File: src/rtl/seq_restoring_divider_pkg.sv
// Shared definitions for the sequential restoring divider.
// Optional build macro: APPROX_DIV_TRUNC_EN (truncated quotient, fewer iterations).
package seq_restoring_divider_pkg;

  localparam int unsigned DW_N_DEF       = 16;
  localparam int unsigned DW_D_DEF       = 8;
  localparam int unsigned TRUNC_BITS_DEF = 4;

`ifdef APPROX_DIV_TRUNC_EN
  localparam bit TRUNC_EN = 1'b1;
`else
  localparam bit TRUNC_EN = 1'b0;
`endif

  typedef enum logic [1:0] {
    S_IDLE = 2'd0,
    S_CALC = 2'd1,
    S_DONE = 2'd2
  } state_e;

  // Number of quotient bits actually computed
  function automatic int unsigned iter_count(input int unsigned dw_n,
                                             input int unsigned trunc_bits);
    return TRUNC_EN ? (dw_n - trunc_bits) : dw_n;
  endfunction

endpackage

File: src/rtl/seq_restoring_divider_step.sv
// One restoring-division iteration: shift in a dividend bit, trial-subtract.
module div_step #(
  parameter int unsigned DW_D = 8
) (
  input  logic [DW_D:0]   prem_i,
  input  logic            bit_i,
  input  logic [DW_D-1:0] divisor_i,
  output logic [DW_D:0]   prem_o,
  output logic            qbit_o
);

  localparam int unsigned PW = DW_D + 1;

  logic [PW:0]   shifted;
  logic [PW-1:0] diff;

  // Trial subtraction; a surviving difference is always below the divisor
  always_comb begin
    shifted = {prem_i, bit_i};
    qbit_o  = (shifted >= (PW+1)'(divisor_i));
    diff    = shifted[PW-1:0] - PW'(divisor_i);
    prem_o  = qbit_o ? diff : shifted[PW-1:0];
  end

endmodule

File: src/rtl/seq_restoring_divider.sv
// Multi-cycle unsigned restoring divider with start/busy/done handshake.
// Optional build macro: APPROX_DIV_TRUNC_EN skips TRUNC_BITS quotient LSBs.
module seq_restoring_divider
  import seq_restoring_divider_pkg::*;
#(
  parameter int unsigned DW_N       = DW_N_DEF,
  parameter int unsigned DW_D       = DW_D_DEF,
  parameter int unsigned TRUNC_BITS = TRUNC_BITS_DEF
) (
  input  logic            CLK,
  input  logic            RST,
  input  logic            start,
  input  logic [DW_N-1:0] dividend,
  input  logic [DW_D-1:0] divisor,
  output logic            busy,
  output logic            done,
  output logic [DW_N-1:0] quotient,
  output logic [DW_D-1:0] remainder,
  output logic            div_by_zero
);

  localparam int unsigned ITER = iter_count(DW_N, TRUNC_BITS);
  localparam int unsigned CW   = $clog2(DW_N + 1);
  localparam int unsigned PW   = DW_D + 1;

  state_e          state_q, state_d;
  logic [CW-1:0]   cnt_q, cnt_d;
  logic [DW_N-1:0] sr_q, sr_d;
  logic [PW-1:0]   prem_q, prem_d;
  logic [DW_D-1:0] dvs_q, dvs_d;
  logic            busy_q, busy_d;
  logic            done_q, done_d;
  logic [DW_N-1:0] quotient_q, quotient_d;
  logic [DW_D-1:0] remainder_q, remainder_d;
  logic            dbz_q, dbz_d;

  logic [PW-1:0]   step_prem;
  logic            step_qbit;
  logic [DW_N-1:0] sr_shift;

  div_step #(.DW_D(DW_D)) u_step (
    .prem_i    (prem_q),
    .bit_i     (sr_q[DW_N-1]),
    .divisor_i (dvs_q),
    .prem_o    (step_prem),
    .qbit_o    (step_qbit)
  );

  // Dividend bits leave at the MSB while quotient bits enter at the LSB
  always_comb begin
    sr_shift = {sr_q[DW_N-2:0], step_qbit};
  end

  // Next-state, datapath and output-register logic
  always_comb begin
    state_d     = state_q;
    cnt_d       = cnt_q;
    sr_d        = sr_q;
    prem_d      = prem_q;
    dvs_d       = dvs_q;
    quotient_d  = quotient_q;
    remainder_d = remainder_q;
    dbz_d       = dbz_q;

    case (state_q)
      S_IDLE, S_DONE: begin
        state_d = S_IDLE;
        if (start) begin
          if (divisor == '0) begin
            state_d     = S_DONE;
            quotient_d  = '1;
            remainder_d = dividend[DW_D-1:0];
            dbz_d       = 1'b1;
          end else begin
            state_d = S_CALC;
            sr_d    = dividend;
            prem_d  = '0;
            dvs_d   = divisor;
            cnt_d   = '0;
          end
        end
      end
      S_CALC: begin
        sr_d   = sr_shift;
        prem_d = step_prem;
        cnt_d  = cnt_q + CW'(1);
        if (cnt_q == CW'(ITER - 1)) begin
          state_d     = S_DONE;
          // In truncated mode the top bits still hold unused dividend LSBs
          quotient_d  = TRUNC_EN ? (sr_shift << TRUNC_BITS) : sr_shift;
          remainder_d = step_prem[DW_D-1:0];
          dbz_d       = 1'b0;
        end
      end
      default: state_d = S_IDLE;
    endcase

    busy_d = (state_d == S_CALC);
    done_d = (state_d == S_DONE);
  end

  // State and output registers with synchronous reset
  always_ff @(posedge CLK) begin
    if (RST) begin
      state_q     <= S_IDLE;
      cnt_q       <= '0;
      sr_q        <= '0;
      prem_q      <= '0;
      dvs_q       <= '0;
      busy_q      <= 1'b0;
      done_q      <= 1'b0;
      quotient_q  <= '0;
      remainder_q <= '0;
      dbz_q       <= 1'b0;
    end else begin
      state_q     <= state_d;
      cnt_q       <= cnt_d;
      sr_q        <= sr_d;
      prem_q      <= prem_d;
      dvs_q       <= dvs_d;
      busy_q      <= busy_d;
      done_q      <= done_d;
      quotient_q  <= quotient_d;
      remainder_q <= remainder_d;
      dbz_q       <= dbz_d;
    end
  end

  assign busy        = busy_q;
  assign done        = done_q;
  assign quotient    = quotient_q;
  assign remainder   = remainder_q;
  assign div_by_zero = dbz_q;

endmodule
File: config.mk
export PLATFORM = sky130hd
export DESIGN_NAME = seq_restoring_divider
export DESIGN_NICKNAME = d
export VERILOG_FILES = /design/src/rtl/seq_restoring_divider_pkg.sv /design/src/rtl/seq_restoring_divider_step.sv /design/src/rtl/seq_restoring_divider.sv
export SDC_FILE = /design/constraint.sdc
export NUM_CORES = 1
export LEC_CHECK = 0
export ABC_CLOCK_PERIOD_IN_PS = 3950
export CORE_ASPECT_RATIO = 0.75
export CORE_MARGIN = 1.5
export CORE_UTILIZATION = 57
export DETAILED_ROUTE_END_ITERATION = 10
export GPL_TIMING_DRIVEN = 0
export HOLD_SLACK_MARGIN = 0.03
export PLACE_DENSITY = 0.95
export SYNTH_ARGS = -nofsm -noshare
export SYNTH_HDL_FRONTEND = slang
export SYNTH_HIERARCHICAL = 1
export SYNTH_SLANG_ARGS = --single-unit
File: constraint.sdc
create_clock -name CLK -period 3.95 [get_ports CLK]
set_input_delay 0.395 -clock CLK [delete_from_list [all_inputs] [get_ports CLK]]
set_output_delay 0.395 -clock CLK [all_outputs]
set_load 0.01 [all_outputs]
# Word level (Yosys, flattened, before mapping)
# Cells that the tools add are included.
dict set report totals {
  ff_bits 67
  latchBits 0
  mem_bits_rw 0
  rom_bits 0
  inputBits 27
  output_inout_bits 27
  elab_cells 56
  n_memories 0
}
dict set report classes {
  addsub 2
  mul 0
  div_mod_pow 0
  order_cmp 1
  n_eq_ne 9
  shifts 0
  mux 26
  bitwise_logic 1
  reduce_logical 7
}
# op count
set ops {}
lappend ops {{two-way mux 16 bit} 5}
lappend ops {{case mux 16 bit (2 select lines)} 2}
lappend ops {{two-way mux 9 bit} 3}
lappend ops {{two-way mux 8 bit} 3}
lappend ops {{case mux 9 bit (2 select lines)} 1}
lappend ops {{case mux 8 bit (2 select lines)} 1}
lappend ops {{greater-or-equal comparator 10 x 8 -> 1 bit} 1}
lappend ops {{two-way mux 5 bit} 2}
lappend ops {{case mux 5 bit (2 select lines)} 1}
lappend ops {{subtractor 9 x 8 -> 9 bit} 1}
lappend ops {{logical NOT 8 bit} 1}
lappend ops {{!= test 2 bit (second input constant)} 4}
lappend ops {{two-way mux 2 bit} 3}
lappend ops {{AND reduction 3 bit} 2}
lappend ops {{adder 5 x 1 -> 5 bit (second input constant)} 1}
lappend ops {{equality test 5 x 4 -> 1 bit (second input constant)} 1}
lappend ops {{equality test 2 x 1 -> 1 bit (second input constant)} 2}
lappend ops {{equality test 2 bit (second input constant)} 2}
lappend ops {{case mux 2 bit (2 select lines)} 1}
lappend ops {{AND reduction 4 bit} 1}
lappend ops {{two-way mux 1 bit} 3}
lappend ops {{logical NOT 2 bit} 1}
lappend ops {{case mux 1 bit (2 select lines)} 1}
lappend ops {{nonzero test 2 bit} 1}
lappend ops {{other kinds (2)} 2}

# Longest topological paths before layout
dict set report logic_depth {
  depth_word 5
  ltp_mapped 13
  depth_no_buf 12
}

# Hierarchy
# Netlist, hierarchy kept.
# module instances cells_per_inst area_each_um2
set modules_own_cells {}
lappend modules_own_cells {seq_restoring_divider 1 309 2732.6}
lappend modules_own_cells {div_step 1 75 523.0}

# Worst setup path after synthesis
# Ideal clock, no wire load.
dict set report synth_timing {
  path_type {flip-flop to flip-flop}
  startpoint {register sr_q[15]}
  endpoint {register remainder_q[1], in the netlist remainder[1]}
  setup_time_ns 0.135
  t_arrival_ns 2.182
  required_time_ns 3.815
  setup_slack_ns 1.633
  stages_incl_launch_ff 12
  period_less_slack_ns 2.317
  path_cell_list {dfxtp_1 > inv_1 > ha_1 > inv_1 > fa_1 > nand3_1 > a21oi_1 > nor4b_4 > mux2_2 > and2_1 > a21oi_1 > a211oi_1}
}
dict set report synth_between {
  elab_chain_len 4
}
# element line
set synth_rtl {}
lappend synth_rtl {{start: declaration} seq_restoring_divider.sv:28} ;# logic [DW_N-1:0] sr_q, sr_d;
lappend synth_rtl {{start signal: assignment} seq_restoring_divider.sv:118} ;# sr_q <= sr_d;
lappend synth_rtl {{subtractor 9 x 8 -> 9 bit or greater-or-equal comparator 10 x 8 -> 1 bit (tied branches)} {seq_restoring_divider_step.sv:21, seq_restoring_divider_step.sv:20}}
lappend synth_rtl {{two-way mux 9 bit (*)} seq_restoring_divider_step.sv:22} ;# prem_o = qbit_o ? diff : shifted[PW-1:0];
lappend synth_rtl {{via step_prem[1]} seq_restoring_divider.sv:37} ;# logic [PW-1:0] step_prem;
lappend synth_rtl {{two-way mux 8 bit (*)} seq_restoring_divider.sv:87} ;# if (cnt_q == CW'(ITER - 1)) begin
lappend synth_rtl {{case mux 8 bit (2 select lines) (*)} seq_restoring_divider.sv:65} ;# case (state_q)
lappend synth_rtl {{end signal: assignment} seq_restoring_divider.sv:124} ;# remainder_q <= remainder_d;
lappend synth_rtl {{end: declaration} seq_restoring_divider.sv:34} ;# logic [DW_D-1:0] remainder_q, remainder_d;
# Mark *: on every way through the listed nets, which the timed path passes. The rest lies on a longest branch. The select of a mux whose other input is x is not followed.
# A chain may end at the register's enable or synchronous reset.

# Worst setup path after layout
dict set report layout_timing {
  startpoint {register sr_q[15]}
  endpoint {register remainder_q[3], in the netlist remainder[3]}
}
# The elaborated chain is that of the path after synthesis.

==> out/qor.yml <==
synth.most_common_cell: "a21oi_1"
syn-num-nets: 422
grt_pass1_vias: 3141
fillers: 367
worst-setup-path-type: "register to register"
relSlewSlack: 0.5788
num_rows: 23
critPathLaunchType: "register"
synth_fa_ha_area_frac: 0.04458
multi_input_area_um2: 1652
grt_overflow_total: 0
skew_ns: 0.007713
setup_tns_ns: 0
max_freq_mhz: 352.3
synth-simple-area-share: 0.1560
start_util: 0.6018
postCtsSetupRepairBufs: 0
setup_viol: 0
io_buffers: 52
p_leak_uw: 0.001480
synth_area_leader_cell: "dfxtp_1"
antenna_found_initial: 0
synth-xor-area-share: 0.008071
gp_congestion: 0.8944
required_ns: 4.21
syn_to_final_growth_pct: 25.83
vias: 3363
grt_pass1_wl_mm: 15.18
cp-end-kind: "register"
cts_root_buffer: "clkbuf_8"
drive_above_1_share: 0.09735
cp_max_fo: 10
clock_sink_count: 67
ioPinCount: 54
synth-edff-count: 0
final-hold-violation-count: 0
hold_class: "register to register"
clk_path_buf_depth: 2
synth_cell_types: 48
synth_commonest_cells: "71 x a21oi_1, 67 x dfxtp_1, 45 x nand2_1"
r2r_slack_ns: 1.11
syn-cell-area_um2: 3256
instances_no_fill: 527
cts_tree: "built"
async_reset_ff_frac: 0
fin_nets: 485
wl_per_cell_um: 18.39
fin_crit_sh: 0.7187
via_per_inst: 6.381
max-cap-violations: 0
post_cts_resized: 0
ir_drop_uv: 303.1
antennaDiodeCount: 0
clk_latency_ns: 0.36
final.setup.worst_slack_ns: 1.111
synth_top_family_by_area: "compound AO/OA/AOI/OAI gates"
clk_pin_slew_ns: 0.07
dieHeight_um: 68.45
syn-instance-count: 384
status: "complete, no violations"
yosys.area.top_type_share: 0.4120
yosysSeqAreaShare: 0.4120
place_hpwl_mm: 6.686
h-tree-depth: 3
powerDensity_nw_per_um2: 491.7
cts_hold_buf: 0
die_x_um: 90.27
antenna_left: 0
rsz0062_at_grt: "false"
first_pass_iters: 7
dominantRegCellSynth: "dfxtp_1"
drt_iter0_markers: 349
pre_cts_ws_ns: 1.243
ff_latch_area_um2: 1341
cts_made_buffers: 9
yosys-top-cells-area: "dfxtp_1 41%, a21oi_1 11%, nand2_1 5.2%"
core-area_um2: 5410
die_area_um2: 6179
synthMuxAreaShare: 0.009608
worstMarginPinSlew_ns: 0.6318
cp.arrival_ns: 3.09
synth-seq-cells: 67
timing.final.crit_period_ns: 2.839
dp.cells: 511
grt_max_degree: 13
synth_compound_area_frac: 0.2890
slew_viol_final: 0
yosysWarningCount: 6
synth_area_per_cell_um2: 8.478
wl_mm: 9.693
hold-worst-slack_ns: 0.4576
drc: 0
track_usage: 0.3213
-- flip-flops by register name, summed over array words and instances (netlist names) --
| signal | count |
|---|---|
| quotient | 16 |
| div_by_zero | 1 |
| dvs_q | 8 |
| busy | 1 |
| prem_q | 9 |
| sr_q | 16 |
| remainder | 8 |
| cnt_q | 5 |
| state_q | 2 |
| done | 1 |
-- report_power, final --
group	total, uW	switching, uW	internal (uW)
clock	649	277	372
combinational	597	342	255
sequential	768	37.4	730
-- stage by stage --
step           total power, uW  area (um2)    util
2_1_floorplan             1173        3256       -
3_3_place_gp              1320        3870  0.7153
3_5_place_dp              1350        3870  0.7153
4_1_cts                   1990        4096  0.7572
5_1_grt                   2087        4096  0.7572
6_report                  2014        4096  0.7572
-- metal layers --
metal  track usage  part of all wire  vias to the layer above
li1              -                 -                     1510
met1        0.3971              0.40                     1581
met2        0.5208              0.45                      220
met3        0.1133              0.11                       52
met4        0.1310             0.035                        0
met5             0                 0                        -
-- cells in the final DEF, fill, tap and decap left out, drive strengths merged, types with 3 or more instances in the layout --
cell / n
ha: 10
clkbuf: 23
buf: 17
nor2: 17
a211oi: 8
nand2b: 5
nor2b: 3
nand2: 45
dfxtp: 67
a21boi: 3
clkdlybuf4s50: 52
a311oi: 17
nor3: 4
nand3: 5
a31oi: 9
a21oi: 72
a221oi: 18
and2: 8
inv: 28
o21ai: 7
-- critical path, cell delays in order (launching register included) --
cell and delay, ns:
dfxtp_1 0.33, inv_1 0.10, ha_1 0.16, inv_1 0.05, fa_1 0.41, nand3_1 0.17
a21oi_1 0.15, nor4b_4 0.45, buf_6 0.21, nand2_1 0.05, o21ai_0 0.11, and2_1 0.20
a21oi_1 0.05, a211oi_1 0.27
-- worst paths after layout --
kind / startpoint / to / depth (start not counted)
worst max-delay path: sr_q[15]$_SDFFE_PP0P_ / remainder[3]$_SDFFE_PP0P_ / 13
worst min-delay path: dvs_q[5]$_SDFFE_PP0P_ / dvs_q[5]$_SDFFE_PP0P_ / 2
worst max register to register: sr_q[15]$_SDFFE_PP0P_ / remainder[3]$_SDFFE_PP0P_ / 13
worst min register to register: dvs_q[5]$_SDFFE_PP0P_ / dvs_q[5]$_SDFFE_PP0P_ / 2
-- cell type report --
cell class,instances,area share
Buffer,30,0.03848
Clock buffer,10,0.03360
Clock inverter,6,0.02169
Inverter,28,0.02566
Multi-Input combinational cell,259,0.4032
Sequential cell,67,0.3274
Tap cell,75,0.02291
Timing Repair Buffer,52,0.1271
-- logic make-up (layout without fill, tap and decap cells) --
| group | Yosys count | in the layout |
|---|---|---|
| AND/OR/NAND/NOR | 98 | 98 |
| adder cells (fa/ha/maj) | 11 | 11 |
| XOR/XNOR | 3 | 3 |
| buffers and inverters | 58 | 126 |
| flip-flops | 67 | 67 |
| AO/OA/AOI/OAI | 144 | 144 |
| multiplexers | 3 | 3 |
(Power assumes the default switching activity.)
